[config.mk]
export PLATFORM = sky130hd
export DESIGN_NAME = rr_arbiter4
export DESIGN_NICKNAME = d
export VERILOG_FILES = /design/src/rtl/rr_arbiter4.sv
export SDC_FILE = /design/constraint.sdc
export NUM_CORES = 1
export LEC_CHECK = 0
export ABC_AREA = 1
export CAP_MARGIN = 20
export CORE_MARGIN = 3
export CORE_UTILIZATION = 50
export CTS_CLUSTER_SIZE = 40
export DETAILED_ROUTE_END_ITERATION = 12
export PLACE_DENSITY = 0.73
export SYNTH_ARGS = -nofsm -noshare
export SYNTH_HDL_FRONTEND = slang
export SYNTH_SLANG_ARGS = --single-unit
[constraint.sdc]
create_clock -name clk -period 1.5 [get_ports clk]
set_input_delay 0.3 -clock clk [delete_from_list [all_inputs] [get_ports clk]]
set_output_delay 0.3 -clock clk [all_outputs]
set_load 0.01 [all_outputs]
[src/rtl/rr_arbiter4.sv]
// Four-requester arbiter with a per-owner hold limit and a mandatory idle cycle between owners.
// Define ARB_ROUND_ROBIN_EN for round-robin selection; the default build uses fixed priority (req[3] highest).
module rr_arbiter4 #(
    parameter int unsigned MAX_HOLD = 8
) (
    input  logic       clk,
    input  logic       rst,
    input  logic [3:0] req,
    output logic [3:0] gnt,
    output logic [1:0] gnt_id,
    output logic       gnt_valid,
    output logic       forced
);

    typedef enum logic {
        S_IDLE,
        S_GRANT
    } state_t;

    state_t     r_state;
    state_t     w_state_nxt;
    logic [3:0] r_gnt;
    logic [3:0] w_gnt_nxt;
    logic [1:0] r_gnt_id;
    logic [1:0] w_gnt_id_nxt;
    logic       r_valid;
    logic       w_valid_nxt;
    logic       r_forced;
    logic       w_forced_nxt;
    logic [7:0] r_hold;
    logic [7:0] w_hold_nxt;
    logic [1:0] w_winner;
    logic       w_any;

    assign w_any = |req;

`ifdef ARB_ROUND_ROBIN_EN
    logic [1:0] r_last;
    logic [1:0] w_cand;
    logic       w_found;

    // Search ascends from the slot after the last owner and wraps.
    always_comb begin
        w_winner = r_last;
        w_found  = 1'b0;
        w_cand   = '0;
        for (int unsigned k = 1; k <= 4; k++) begin
            w_cand = 2'(r_last + 2'(k));
            if (!w_found && req[w_cand]) begin
                w_winner = w_cand;
                w_found  = 1'b1;
            end
        end
    end

    always_ff @(posedge clk or posedge rst) begin
        if (rst) begin
            r_last <= 2'd3;
        end else if (r_state == S_IDLE && w_any) begin
            r_last <= w_winner;
        end
    end
`else
    always_comb begin
        if (req[3])      w_winner = 2'd3;
        else if (req[2]) w_winner = 2'd2;
        else if (req[1]) w_winner = 2'd1;
        else             w_winner = 2'd0;
    end
`endif

    always_comb begin
        w_state_nxt  = r_state;
        w_gnt_nxt    = r_gnt;
        w_gnt_id_nxt = r_gnt_id;
        w_valid_nxt  = r_valid;
        w_forced_nxt = 1'b0;
        w_hold_nxt   = r_hold;
        if (r_state == S_IDLE) begin
            if (w_any) begin
                w_state_nxt  = S_GRANT;
                w_gnt_nxt    = 4'b0001 << w_winner;
                w_gnt_id_nxt = w_winner;
                w_valid_nxt  = 1'b1;
                w_hold_nxt   = '0;
            end
        end else begin
            // Both release paths land in IDLE so owners never switch directly.
            if (!req[r_gnt_id]) begin
                w_state_nxt = S_IDLE;
                w_gnt_nxt   = '0;
                w_valid_nxt = 1'b0;
                w_hold_nxt  = '0;
            end else if (r_hold == 8'(MAX_HOLD - 1)) begin
                w_state_nxt  = S_IDLE;
                w_gnt_nxt    = '0;
                w_valid_nxt  = 1'b0;
                w_hold_nxt   = '0;
                w_forced_nxt = 1'b1;
            end else begin
                w_hold_nxt = r_hold + 8'd1;
            end
        end
    end

    always_ff @(posedge clk or posedge rst) begin
        if (rst) begin
            r_state  <= S_IDLE;
            r_gnt    <= '0;
            r_gnt_id <= '0;
            r_valid  <= 1'b0;
            r_forced <= 1'b0;
            r_hold   <= '0;
        end else begin
            r_state  <= w_state_nxt;
            r_gnt    <= w_gnt_nxt;
            r_gnt_id <= w_gnt_id_nxt;
            r_valid  <= w_valid_nxt;
            r_forced <= w_forced_nxt;
            r_hold   <= w_hold_nxt;
        end
    end

    assign gnt       = r_gnt;
    assign gnt_id    = r_gnt_id;
    assign gnt_valid = r_valid;
    assign forced    = r_forced;

endmodule

## Yosys cells after proc, flatten, opt, wreduce, memory -nomap -nowiden

Cells that the tools add are included.

| cells by class | value |
|---|---|
| shift operators | 1 |
| bitwise logic cells | 1 |
| mux-type cells | 24 |
| equal/unequal tests | 2 |
| reductions and logical operators | 4 |
| $lt $le $gt $ge | 1 |
| add/subtract/negate cells | 1 |

Operators with widths:

| operator | count |
|---|---|
| 8-bit two-way mux | 4 |
| 4-bit two-way mux | 4 |
| 1-bit two-way mux | 13 |
| 8-bit by 1-bit adder with 8-bit output, second input constant | 1 |
| 8-bit by 3-bit == test with 1-bit output, second input constant | 1 |
| 2-bit two-way mux | 2 |
| 2-bit AND reduction | 2 |
| 4-bit OR reduction | 1 |
| 1-bit by 2-bit left shift with 4-bit output, first input constant | 1 |
| 2-bit by 3-bit less-than comparator with 1-bit output, second input constant | 1 |
| 3-bit by 2-bit inequality test with 1-bit output, second input constant | 1 |
| 1-bit binary-select mux with 2-bit select | 1 |
| 2-bit nonzero test | 1 |
| 1-bit NOT | 1 |

| storage, ports and cells | value |
|---|---|
| output and inout bits | 8 |
| register bits | 17 |

## Longest topological paths before layout

Gate-level depths: netlist of the first run.

| depth | value |
|---|---|
| depth in word-level cells | 6 |
| mapped depth | 8 |
| gate-level depth less buffers | 8 |

## Worst setup path before layout of the first run

OpenSTA, ideal clock, no wires.

| path | value |
|---|---|
| kind | register to register |
| start point | register r_hold[0] |
| end point | register r_valid, in the netlist gnt_valid |
| library setup time | 0.121 ns |
| arrival | 1.100 ns |
| cell stages (with the launch flop) | 9 |
| path slack | 0.279 ns |
| period minus slack after synthesis | 1.221 ns |
| path buffers | 0 |
| cells stage by stage | dfrtp_1 ha_1 nand2_1 nor2_1 nand2_1 nand3_4 nand2_4 nand2_1 nand2_1 |

| on the way | value |
|---|---|
| word-level cells in the longest chain between the ends | 3 |

RTL lines:

| what | RTL line | text |
|---|---|---|
| from (decl) | 30 | `logic [7:0] r_hold;` |
| from (signal assigned) | 120 | `r_hold <= w_hold_nxt;` |
| 8-bit by 3-bit == test with 1-bit output | 94 | `end else if (r_hold == 8'(MAX_HOLD - 1)) begin` |
| 3-bit by 2-bit inequality test with 1-bit output (no line) | n/a |  |
| 2-bit AND reduction (no line) | n/a |  |
| to (signal assigned) | 118 | `r_valid <= w_valid_nxt;` |
| to (decl) | 26 | `logic r_valid;` |

No other way between the ends.
A chain may end at the register's enable or synchronous reset.

## Final worst setup path of the first run

| path | value |
|---|---|
| start point | register r_forced, in the netlist forced |
| end point | output forced |

RTL lines:

| what | RTL line | text |
|---|---|---|
| from (decl) | 28 | `logic r_forced;` |
| from (signal assigned) | 119 | `r_forced <= w_forced_nxt;` |
| to (decl) | 12 | `output logic forced` |

No word-level cell between the ends.

==> results of run 1 <==
## metal layers
metal / track usage / vias up / part of all wire
met4: 0.0939 / 0 / 0.010
met1: 0.251 / 347 / 0.47
met5: 0 / - / 0
met2: 0.294 / 17 / 0.47
met3: 0.0338 / 2 / 0.044
li1: - / 392 / -
## synthesized netlist by cell type (2+ instances only)
cell type,instances,area share
nand3_1,5,0.029
o21ai_0,4,0.023
nand4_1,3,0.022
xnor2_1,2,0.020
dfrtp_1,17,0.50
ha_1,2,0.029
o21ai_1,5,0.029
inv_2,2,0.0087
o22ai_1,2,0.015
nand2_1,38,0.17
xor2_1,2,0.020
inv_1,11,0.048
nor2_1,5,0.022
## logic make-up (layout without fill, tap and decap cells)
group / Yosys count / after routing / share of synthesized area
and+or+nand+nor: 57 / 57 / 0.305
adders and majority gates: 2 / 2 / 0.0291
xor gates and xnor gates: 4 / 4 / 0.0408
DFF: 17 / 17 / 0.496
AOI/OAI and AO/OA: 12 / 12 / 0.0729
buffers and inverters: 13 / 37 / 0.0569
## flip-flops by register name, summed over array words and instances, names as in the netlist
signal     cells
r_hold         8
forced         1
gnt_id         2
gnt            4
r_state        1
gnt_valid      1
## cell type report
cell class                 instances  share of cell area
inverter                          13              0.0441
timing repair buffer              20               0.178
multi-input combinational         75               0.350
tap                               16              0.0181
clock buffer                       3              0.0204
sequential                        17               0.386
clock inverter                     1             0.00452
## path summary, 6_finish.rpt
check | start | slack [ps] | end | cells after the start
hold / removal | rst | 320 | r_hold[2]$_DFFE_PP0P_ | 3
setup / recovery | forced$_DFF_PP0_ | 70 | forced | 1
setup reg to reg | r_hold[1]$_DFFE_PP0P_ | 190 | gnt[1]$_DFFE_PP0P_ | 8
hold reg to reg | gnt[0]$_DFFE_PP0P_ | 470 | gnt[0]$_DFFE_PP0P_ | 2
max in group asynchronous | rst | 980 | r_hold[0]$_DFFE_PP0P_ | 3
min in group clk | gnt[0]$_DFFE_PP0P_ | 470 | gnt[0]$_DFFE_PP0P_ | 2
## where the power goes
| part | internal (mW) | switching (mW) | total (mW) |
|---|---|---|---|
| clock | 0.0988 | 0.141 | 0.240 |
| sequential | 0.567 | 0.0888 | 0.656 |
| combinational | 0.257 | 0.338 | 0.595 |
## repair_timing
action                                  in CTS  in global routing
setup buffers                                1                  0
gates resized for setup                      1                  8
endpoints found under the setup margin       2                 11
pin swaps                                    0                  1
## cells in the final DEF, fill, tap and decap left out, drive strengths merged, types with 2 or more instances in the layout
| cell | instances |
|---|---|
| dfrtp | 17 |
| buf | 7 |
| o22ai | 2 |
| clkdlybuf4s50 | 6 |
| o21ai | 9 |
| xor2 | 2 |
| nand3 | 7 |
| nor2 | 6 |
| dlymetal6s2s | 6 |
| nand2 | 40 |
| ha | 2 |
| xnor2 | 2 |
| clkbuf | 3 |
| inv | 13 |
| nand4 | 3 |
## stage by stage
step / power, mW / setup slack (ps) / hold WS (ps) / instances
after floorplan: 1.01 / 279 / 226 / 105
after detailed placement: 1.27 / -88.5 / 461 / 140
after CTS: 1.52 / 6.40 / 322 / 145
after global routing: 1.63 / 19.5 / 325 / 145
final: 1.49 / 68.5 / 318 / 145
after global placement: 1.25 / -37.5 / 456 / 140
==> flow_metrics.tcl, run 1 <==
set metrics [dict create \
    ys_seq_elements 17 \
    drcViolationCount 0 \
    worst_pin_slew_ps 270 \
    slew_headroom 0.819 \
    clk_latency_ps 280 \
    vias 758 \
    grt_pass1_vias 753 \
    async_flop_share 1.00 \
    leakage_nw 0.630 \
    synth.avg_cell_area_um2 8.17 \
    finalClockSkew_ps 5.17 \
    ys_seq_area_frac 0.496 \
    routabilityCongestion 0.826 \
    cap_violations 0 \
    clk_path_buf_depth 2 \
    path_clk_slew_ps 100 \
    antenna_cells 0 \
    cts_buffers 3 \
    setup_viol 0 \
    utilization 0.709 \
    io_pins 14 \
    crit_chain "clkdlybuf4s50_1" \
    max_freq_ghz 0.699 \
    powerDensity_nw_per_um2 1350 \
    cts_root_buffer "clkbuf_4" \
    status "completed" \
    synth_flop_cell "dfrtp_1" \
    synth_area_um2 858 \
    cts_max_level 1 \
    cp-start-kind "register" \
    globalRouteOverflowTotal 0 \
    synth_cell_types 20 \
    viasPerCell 5.23 \
    cp_top_family "buffers and inverters" \
    die_h_um 47.4 \
    wirelength_um 1630 \
    period_minus_slack_ps 1430 \
    die_area_um2 2250 \
    wl_per_cell_um 11.2 \
    end_kind "primary output" \
    drive_gt1_frac 0.155 \
    synth_enable_flop_cells 0 \
    final-hold-violation-count 0 \
    multi_input_area_um2 387 \
    setup_tns_ps 0 \
    rsz0062_at_grt "false" \
    worst_ep_required_time_ps 1200 \
    drt_iter0_markers 7 \
    gr-usage-all-layers 0.188 \
    crit_type "reg2out" \
    synth_warnings 0 \
    regArea_um2 427 \
    grt_max_degree 18 \
    rows 14 \
    finish.instance_area_um2 1110 \
    fin_crit_sh 0.954 \
    grt_pass1_wl_um 3020 \
    syn-num-nets 113 \
    postRouteAntennaNets 0 \
    critPathSlowestCell "clkdlybuf4s50_1" \
    place_area_um2 1050 \
    start_util 0.551 \
    path_max_fanout 1 \
    crit_buf_inv 1 \
    irDropWorstVdd_mv 0.828 \
    antenna_found_initial 0 \
    fillers 130 \
    cts_tree "built" \
    cp.arrival_ps 1130 \
    layout.nets 138 \
    synthCells 105 \
    slew_violations 0 \
    design.core.area_um2 1560 \
    io_buffers 13 \
    dp_hpwl_um 1280 \
    cp_slowest_stage_delay_ps 520 \
    min-delay-path-class "in2async" \
    cts_hold_buf 0 \
    drt_pass1_iterations 4 \
    cts_sinks 17 \
    synthToLayoutAreaGrowth_pct 28.9 \
    die_x_um 47.4 \
]
Power figures use the tool's default switching activity.
==> run 2: changes to the inputs <==
HOLD_SLACK_MARGIN = 0.06   (was default)
==> results of run 2 <==
Final layout, timing and power as in run 1 (identical DEF).
